File: src/rtl/arithmetic_fu_pipe.sv
// arithmetic_fu_pipe
//   Pipelined integer ALU functional unit (RV32I/RV64I register-register ops).
//   The result is computed combinationally in front of stage 1. Stages 2..STAGES
//   only carry {valid, result, rob_entry, dest_tag}. A single advance enable
//   moves or freezes the whole pipe, so bubbles are never squeezed out.
//
// Parameters
//   XLEN           operand/result width (32 or 64)
//   ROB_SIZE       ROB entries, tag width $clog2(ROB_SIZE)
//   PHYS_REG_SIZE  physical registers, tag width $clog2(PHYS_REG_SIZE)
//   STAGES         pipeline depth 1..4 (latency in cycles)
//
// Ports
//   clk, rst (async, active-low), flush (kills all in-flight ops)
//   valid_in / ready_in           issue-side handshake
//   additional_info               funct7[5], selects SUB / SRA
//   arithmetic_type               funct3
//   rob_entry_in, dest_tag_in     bookkeeping carried alongside the op
//   rs1, rs2                      operands
//   valid_out / ready_out         CDB-side handshake
//   result, rob_entry, dest_tag   completed op
//
// Optional feature (macro ARITH_FU_PERF_EN)
//   perf_ops    [31:0]  completed output handshakes, wraps
//   perf_stalls [31:0]  cycles with an op in the last stage and ready_out=0, wraps
module arithmetic_fu_pipe #(
    parameter int unsigned XLEN          = 32,
    parameter int unsigned ROB_SIZE      = 256,
    parameter int unsigned PHYS_REG_SIZE = 256,
    parameter int unsigned STAGES        = 2
) (
    input  logic                             clk,
    input  logic                             rst,
    input  logic                             flush,
    input  logic                             valid_in,
    output logic                             ready_in,
    input  logic                             additional_info,
    input  logic [2:0]                       arithmetic_type,
    input  logic [$clog2(ROB_SIZE)-1:0]      rob_entry_in,
    input  logic [$clog2(PHYS_REG_SIZE)-1:0] dest_tag_in,
    input  logic [XLEN-1:0]                  rs1,
    input  logic [XLEN-1:0]                  rs2,
    output logic                             valid_out,
    input  logic                             ready_out,
    output logic [XLEN-1:0]                  result,
    output logic [$clog2(ROB_SIZE)-1:0]      rob_entry,
`ifdef ARITH_FU_PERF_EN
    output logic [$clog2(PHYS_REG_SIZE)-1:0] dest_tag,
    output logic [31:0]                      perf_ops,
    output logic [31:0]                      perf_stalls
`else
    output logic [$clog2(PHYS_REG_SIZE)-1:0] dest_tag
`endif
);

    localparam int unsigned ROB_W = $clog2(ROB_SIZE);
    localparam int unsigned TAG_W = $clog2(PHYS_REG_SIZE);
    localparam int unsigned SH_W  = $clog2(XLEN);

    typedef enum logic [2:0] {
        OP_ADD  = 3'b000,
        OP_SLL  = 3'b001,
        OP_SLT  = 3'b010,
        OP_SLTU = 3'b011,
        OP_XOR  = 3'b100,
        OP_SR   = 3'b101,
        OP_OR   = 3'b110,
        OP_AND  = 3'b111
    } op_e;

    op_e              op;
    logic [SH_W-1:0]  shamt;
    logic [XLEN-1:0]  alu_res;

    logic [STAGES-1:0] vld_q;
    logic [XLEN-1:0]   res_q [STAGES];
    logic [ROB_W-1:0]  rob_q [STAGES];
    logic [TAG_W-1:0]  tag_q [STAGES];

    logic valid_last;
    logic adv;

    assign op    = op_e'(arithmetic_type);
    assign shamt = rs2[SH_W-1:0];

    always_comb begin
        alu_res = '0;
        case (op)
            OP_ADD:  alu_res = additional_info ? (rs1 - rs2) : (rs1 + rs2);
            OP_SLL:  alu_res = rs1 << shamt;
            OP_SLT:  alu_res = {{(XLEN-1){1'b0}}, ($signed(rs1) < $signed(rs2))};
            OP_SLTU: alu_res = {{(XLEN-1){1'b0}}, (rs1 < rs2)};
            OP_XOR:  alu_res = rs1 ^ rs2;
            OP_SR:   alu_res = additional_info ? $unsigned($signed(rs1) >>> shamt)
                                               : (rs1 >> shamt);
            OP_OR:   alu_res = rs1 | rs2;
            OP_AND:  alu_res = rs1 & rs2;
            default: alu_res = '0;
        endcase
    end

    assign valid_last = vld_q[STAGES-1];
    // The pipe only ever blocks on its last stage; ready_in must not look at
    // valid_in, so it is the advance enable itself.
    assign adv        = !valid_last || ready_out;
    assign ready_in   = adv;

    always_ff @(posedge clk or negedge rst) begin
        if (!rst) begin
            vld_q <= '0;
            for (int unsigned i = 0; i < STAGES; i++) begin
                res_q[i] <= '0;
                rob_q[i] <= '0;
                tag_q[i] <= '0;
            end
        end else begin
            // Flush only clears valids (even when stalled); data keeps moving
            // with adv so the datapath has no flush dependency.
            if (flush) begin
                vld_q <= '0;
            end else if (adv) begin
                vld_q[0] <= valid_in;
                for (int unsigned i = 1; i < STAGES; i++) begin
                    vld_q[i] <= vld_q[i-1];
                end
            end
            if (adv) begin
                res_q[0] <= alu_res;
                rob_q[0] <= rob_entry_in;
                tag_q[0] <= dest_tag_in;
                for (int unsigned i = 1; i < STAGES; i++) begin
                    res_q[i] <= res_q[i-1];
                    rob_q[i] <= rob_q[i-1];
                    tag_q[i] <= tag_q[i-1];
                end
            end
        end
    end

    // Masking with flush keeps the CDB from completing a handshake on an op
    // that is being killed on this very edge.
    assign valid_out = valid_last && !flush;
    assign result    = res_q[STAGES-1];
    assign rob_entry = rob_q[STAGES-1];
    assign dest_tag  = tag_q[STAGES-1];

`ifdef ARITH_FU_PERF_EN
    always_ff @(posedge clk or negedge rst) begin
        if (!rst) begin
            perf_ops    <= '0;
            perf_stalls <= '0;
        end else begin
            if (valid_out && ready_out) begin
                perf_ops <= perf_ops + 32'd1;
            end
            if (valid_last && !ready_out) begin
                perf_stalls <= perf_stalls + 32'd1;
            end
        end
    end
`endif

endmodule

File: config.mk
export PLATFORM = sky130hd
export DESIGN_NAME = arithmetic_fu_pipe
export DESIGN_NICKNAME = d
export VERILOG_FILES = /design/src/rtl/arithmetic_fu_pipe.sv
export SDC_FILE = /design/constraint.sdc
export NUM_CORES = 1
export LEC_CHECK = 0
export ABC_CLOCK_PERIOD_IN_PS = 3200
export BUFFER_PORTS_ARGS = -buffer_cell sky130_fd_sc_hd__buf_2
export CAP_MARGIN = 5
export CORE_AREA = 2 2 158 129
export CTS_CLUSTER_SIZE = 40
export DETAILED_ROUTE_END_ITERATION = 8
export DIE_AREA = 0 0 160 131
export PLACE_DENSITY = 0.89
export REMOVE_ABC_BUFFERS = 1
export SLEW_MARGIN = 20
export SYNTH_ARGS = -nofsm -noshare
export SYNTH_HDL_FRONTEND = slang
export SYNTH_SLANG_ARGS = --single-unit
export TNS_END_PERCENT = 30
File: constraint.sdc
create_clock -name clk -period 3.2 [get_ports clk]
set_input_delay 0.64 -clock clk [delete_from_list [all_inputs] [get_ports clk]]
set_output_delay 0.64 -clock clk [all_outputs]
set_load 0.02 [all_outputs]
Yosys cells after proc, flatten, opt, wreduce, memory -nomap -nowiden. Index checks and enable logic that the tools add are counted.

Bits in registers: 98. Input port bits: 89. Output and inout bits: 50. Word-level logic and storage cells: 35.

$add $sub $neg: 2. $lt $le $gt $ge: 2. Eq/ne operators: 7. Shift-type cells: 3. Mux-type cells: 5. Bitwise operators: 3. Reductions and logical operators: 6.

Operators by type and width (number): case mux 32 bit (8 select lines) (1); < comparator 32 bit (2); two-way mux 32 bit (2); adder 32 bit (1); bitwise AND 32 bit (1); bitwise OR 32 bit (1); << shifter 32 x 5 -> 32 bit (1); >> shifter 32 x 5 -> 32 bit (1); >>> shifter 32 x 5 -> 32 bit (1); subtractor 32 bit (1); XOR 32 bit (1); equality test 3 bit (second input constant) (4); equality test 3 x 2 -> 1 bit (second input constant) (2); two-way mux 2 bit (2); equality test 3 x 1 -> 1 bit (second input constant) (1); logical NOT 3 bit (1); logical NOT 1 bit (2); nonzero test 2 bit (1); logical AND 1 bit (1); logical OR 1 bit (1).

Logic depth before layout (Yosys ltp). Gate-level depths: netlist (run 1).

Depth in word-level cells: 4. Mapped depth: 15. Gate-level depth less buffers: 13.

Worst setup path after synthesis (run 1). No wires, ideal clock.

Path type: in2reg. Start: input port rs2[2]. End: register res_q[63] (netlist bit). Library setup time: 0.121 ns. Arrival: 3.685 ns. Data required time: 3.079 ns. Slack: -0.606 ns. Stages on the path: 14. Cells stage by stage: buf_2 inv_1 buf_2 buf_1 buf_2 ha_1 nand2b_1 o211ai_1 a2111oi_2 a21oi_1 a211o_1 o32ai_1 o32a_1 nand2_1.

Word-level cells in the longest chain between the ends: 3. Elaborated cells between the ends (all ways): 8.

RTL lines: start, declared (RTL line 42) `input logic [XLEN-1:0] rs2,`; adder 32 bit (tied with other cells) (RTL line 89) `OP_ADD: alu_res = additional_info ? (rs1 - rs2) : (rs1 + rs2);`; two-way mux 32 bit, on equally long branches (RTL line 89, 94); case mux 32 bit (8 select lines) * (RTL line 88) `case (op)`; end signal, assigned by index (RTL line 132) `res_q[i] <= res_q[i-1];`; end, declared (RTL line 76) `logic [XLEN-1:0] res_q [STAGES];`.

Every way passes the cells marked *; elsewhere a longest branch is shown, timed or not. A chain may end at the register's enable or synchronous reset.

Worst setup path after layout (run 1).
Start: input port rs2[0]. End: register res_q[32] (netlist bit).

The elaborated chain is that of the path after synthesis.

==> reports/results.ini, run 1 <==
[placed_design]
place_congestion=1.10
dp_cells=2245
numPortBuffers=138
dp_hpwl_mm=40.6

[clock_network]
cts_setup_buffers=0
numCtsBuffers=9
cts_max_level=3
root_buffer=clkbuf_16
clk_latency_ns=0.37
path_clk_slew_ns=0.09
cts_sinks=98
clk_path_buf_depth=2
cts_resized=0
cts_tree=yes
cts-hold-fix-buffers=0

[layout]
instances_no_fill=2263
drive_above_1_share_pct=26.5
area_delta_synth_final_pct=22.7
final_nets=2180
n_fill_cell=1438
final_core_util_pct=79.2

[setup_path]
r2r-start=vld_q[1]
rrSetupSlack_ns=1.06
cp-start-kind=input pin
r2r_cells=5
r2r_end=res_q[43]
setup.worst_path.start=rs2[0]
required_ns=3.44
worst-path-max-fanout=51
path_class=input pin to flop
crit_end=res_q[32]
arrival_ns=3.37
cp-end-kind=flop

[hold_path]
hp-class=input pin to async pin

[synthesis]
yosys_register_bits=98
async_flop_share_pct=100
synth_flop_cell=dfrtp_1
synth_top_area_cell=dfrtp_1
synth.cell_area_um2=12600
synth.most_common_cell=nand2_1
yosys_warnings=0
synthTopCellsByArea=dfrtp_1, ha_1, nand2_1
synth_top_area_share_pct=19.5
syn_area_per_cell_um2=7.34
netlist_top_cells_count=nand2_1, nor2_1, a21oi_1
yosysUniqueCellTypes=79
yosysSeqAreaShare_pct=19.5
synth-edff-count=0
synthCells=1712

[drt]
viasPerCell=6.75
firstDrtPassIters=7
routed_wirelength_mm=52.9
via_count=15300
ant_nets=0
drtIter0Drc=2768
route.detailed.wl_per_inst_um=23.4
drc_errors=0

[grt]
grt_max_degree=65
grt_pass1_wl_mm=80.2
grt_pass1_vias=14400
grt-ovfl-total=0
antenna_found_initial=0
grt_use_total_pct=49.7

[timing]
hold_viol_final=0
layout_min_cycle_time_ns=3.13
skew_ns=0.0171
tns_ns=0
max_clock_freq_mhz=319
max-slew-margin-rel_pct=48.5
tightest_slew_ns=0.766
timing.final.crit_share_pct=97.9
rsz0062_at_grt=no
finalSetupViolations=0
drv_slew=0

[floorplan]
core_um2=19500
rows=46
dieHeight_um=131
initial_core_util_pct=64.6
die_w_um=160
die-area_um2=21000
boundaryPins=139

[power]
peakVddDrop_v=0.000297
power_leakage_nw=7.54
powerDensity_nw_per_um2=355

[run]
cap_viol_max_count=0

[status]
outcome=finished, final reports clean

-- where the power goes --
part           switching (mW)  internal (mW)  leakage (nW)
combinational            1.58           1.09          6.18
clock                   0.576          0.698         0.155
sequential              0.111           1.41          1.21
total                    2.27           3.19          7.54
-- flip-flops by register name, summed over array words and instances (netlist names) --
register   cells
rob_entry      8
dest_tag       8
result        32
tag_q          8
vld_q          2
res_q         32
rob_q          8
-- logic make-up after synthesis --
kind of cell               count (synthesis)  synth area share [%]
muxes                                    101                  12.3
and+or+nand+nor                          620                  20.7
adders and majority gates                 99                  9.98
AOI/OAI and AO/OA                        498                  25.8
buffers and inverters                    274                  10.1
DFF                                       98                  19.5
xor gates and xnor gates                  22                  1.53
-- metrics by stage --
| step | hold WS, ns | total power, mW | instance area (um^2) | setup slack (ns) |
|---|---|---|---|---|
| after floorplan | 0.344 | 2.81 | 11700 | -3.00 |
| after global placement | 0.444 | 4.00 | 15000 | -0.212 |
| after detailed placement | 0.451 | 4.06 | 15000 | -0.323 |
| after CTS | 0.311 | 5.32 | 15400 | 0.0163 |
| after global routing | 0.334 | 5.65 | 15400 | 0.00111 |
| final | 0.307 | 5.46 | 15400 | 0.0671 |
-- cells in the final DEF, fill, tap and decap left out, types with 30 or more instances in the layout --
cell type and count:
mux2i_1 51, o21ai_0 109, mux4_2 42, buf_4 295, ha_1 97, a21oi_1 147
nand2_1 288, dfrtp_1 98, nor2_1 208, o211ai_1 30, buf_2 136, inv_1 100
-- worst min-delay path by stage --
stage / startpoint / end / slack [ns]
floorplan: rst / dest_tag[0] / 0.34
global placement: rob_entry[2] / rob_entry[2] / 0.44
detailed placement: rob_entry[3] / rob_entry[3] / 0.45
CTS: rst / result[3] / 0.31
global route: rst / result[1] / 0.33
finish: rst / result[3] / 0.31
-- worst max-delay path: stages --
cell and delay, ns:
buf_4 0.11, buf_4 0.14, buf_12 0.30, mux4_2 0.56, buf_4 0.15, mux2i_1 0.17
nor2_1 0.06, a21oi_1 0.18, buf_4 0.14, nor2_1 0.03, a31o_2 0.23, a221oi_1 0.50
a21oi_1 0.13
-- metal layers --
| metal | up-vias | global-route usage (%) | part of all wire [%] |
|---|---|---|---|
| li1 | 6603 | - | - |
| met1 | 6982 | 65.3 | 37 |
| met3 | 280 | 17.5 | 17 |
| met4 | 2 | 23.2 | 5.5 |
| met5 | - | 5.23 | 0.22 |
| met2 | 1407 | 73.5 | 40 |
-- cell type report --
type,count,area [um^2],share of cell area (%)
Clock buffer,10,229,1.49
Tap cell,264,330,2.14
Multi-Input combinational cell,1340,8890,57.7
Timing Repair Buffer,437,3010,19.5
Sequential cell,98,2450,15.9
Inverter,106,399,2.59
Clock inverter,6,96.3,0.625
Antenna cell,2,5.00,0.0325
(Power assumes the default switching activity.)
==> run 2: changes to the inputs <==
Settings changed: CORE_AREA 2 2 158 129 to 2 2 232 189, DIE_AREA 0 0 160 131 to 0 0 234 191, HOLD_SLACK_MARGIN from default to 0.15, PLACE_DENSITY 0.89 to 0.48.
==> run 2 against run 1 <==
Against the previous run: via count decreased by 5.3%; fmax decreased by 0.36%; die area increased by 110%; clock power about the same; core utilization decreased by 41 points; first-iteration DRC count decreased by 47%; hold slack got worse by 0.074 ns; clock skew decreased by 0.0050 ns; non-clock buffer count increased by 70; setup slack got worse by 0.011 ns; critical path type unchanged; largest power group unchanged.
==> reports/results.ini, run 2 (synthesis gave the netlist of run 1 again) <==
[status]
outcome=finished, final reports clean

[floorplan]
core_um2=42500
die-area_um2=44700
rows=68
boundaryPins=139
dieHeight_um=191
die_w_um=234
initial_core_util_pct=29.6

[timing]
max-slew-margin-rel_pct=49.0
max_clock_freq_mhz=318
layout_min_cycle_time_ns=3.14
skew_ns=0.0121
hold_viol_final=0
rsz0062_at_grt=yes
drv_slew=0
timing.final.crit_share_pct=98.3
tightest_slew_ns=0.758
finalSetupViolations=0

[power]
power_leakage_nw=7.89
powerDensity_nw_per_um2=341
combinationalPowerShare_pct=49.8
switchingPower_mw=2.38
power.total_mw=5.59
pwr-share-clk_pct=23.1
p_sw_share_pct=42.6
p_int_mw=3.21
peakVddDrop_v=0.000262
pwr-share-seq_pct=27.1

[layout]
instances_no_fill=2627
final_cell_mix=buf_4, nand2_1, nor2_1
n_fill_cell=4556
seq_area_um2=2450
area_delta_synth_final_pct=30.5
final_nets=2250
layout_commonest_cell=buf_4
stdcell_area_um2=16400
num_antenna_cells=0
multi_input_comb_area_um2=8970
drive_above_1_share_pct=29.5

[drt]
viasPerCell=5.51
drc_errors=0
route.detailed.wl_per_inst_um=22.7
ant_nets=0
firstDrtPassIters=5
via_count=14500
routed_wirelength_mm=59.5
drtIter0Drc=1476

[clock_network]
cts-hold-fix-buffers=0
cts_tree=yes
numCtsBuffers=9
root_buffer=clkbuf_16
cts_max_level=3
path_clk_slew_ns=0.09
clk_path_buf_depth=2
clk_latency_ns=0.41
cts_sinks=98

[setup_path]
r2r-start=vld_q[1]
setup.worst_path.start=rs2[1]
cp-end-kind=flop
r2r_end=res_q[52]
required_ns=3.55
arrival_ns=3.49
rrSetupSlack_ns=0.86
worst-path-max-fanout=3
path_class=input pin to flop
cp-start-kind=input pin
r2r_cells=9
crit_end=res_q[61]

[run]
cap_viol_max_count=0

[grt]
grt_max_degree=77
grt-ovfl-total=0
antenna_found_initial=0
grt_pass1_wl_mm=88.9
grt_pass1_vias=13800
grt_use_total_pct=26.7

[placed_design]
place_congestion=0.998
dp_hpwl_mm=46.9
numPortBuffers=138
place_area_um2=15900
dp_cells=2609

[hold_path]
hp-class=input pin to async pin

==> run 2: layout make-up <==
cell class | instances | share of cell area, %
multi-input combinational | 1340 | 54.7
timing repair buffer | 507 | 21.7
sequential | 98 | 15.0
clock inverter | 7 | 0.580
inverter | 106 | 2.44
clock buffer | 9 | 1.37
tap | 560 | 4.28
==> run 2: how the worst min path moves through the flow <==
stage	cells past startpoint	endpoint	start
6_report	1	res_q[38]	rst
5_1_grt	1	res_q[38]	rst
4_1_cts	1	result[6]	rst
3_5_place_dp	2	result[12]	result[12]
3_3_place_gp	2	rob_entry[3]	rob_entry[3]
2_1_floorplan	0	dest_tag[0]	rst
==> run 2: power groups by stage <==
stage | clock network, mW | registers (mW) | logic, mW
floorplan | 0 | 1.62 | 1.19
global placement | 0 | 1.54 | 2.69
detailed placement | 0 | 1.54 | 2.70
CTS | 1.33 | 1.51 | 2.71
global route | 1.38 | 1.54 | 2.99
finish | 1.29 | 1.51 | 2.78
==> run 2: worst max-delay path: stages <==
cell and delay (ns):
buf_2 0.09, inv_1 0.08, buf_4 0.15, ha_1 0.30, buf_4 0.12, a211oi_2 0.07
o21ai_0 0.45, nand4b_1 0.32, o211a_1 0.23, a211oi_1 0.35, o211a_1 0.20, o21ai_2 0.07
mux2_1 0.31, nor2_1 0.11
==> run 2: routing by layer <==
metal | global-route usage [%] | vias to the layer above | wire [um]
met5 | 0 | - | 0
met4 | 5.38 | 0 | 1040
met3 | 6.09 | 71 | 5710
met2 | 39.1 | 664 | 25000
met1 | 39.5 | 6998 | 27700
li1 | - | 6732 | -
==> run 2: repair_timing <==
action,CTS,global route
pin swaps,0,10
endpoints found under the setup margin,5,21
buffers inserted,0,2
resized for setup,3,23
==> run 2: per-stage QoR <==
| step | utilization, % | hold slack, ns | setup WS, ns | TNS (ns) |
|---|---|---|---|---|
| 2_1_floorplan | - | 0.344 | -3.00 | -237.13 |
| 5_1_grt | 38.6 | 0.268 | -0.122 | -0.216 |
| 6_report | 38.6 | 0.233 | 0.0557 | 0 |
| 4_1_cts | 38.3 | 0.249 | 0.00298 | 0 |
| 3_3_place_gp | 37.5 | 0.444 | -0.495 | -7.60 |
| 3_5_place_dp | 37.5 | 0.450 | -0.511 | -7.86 |
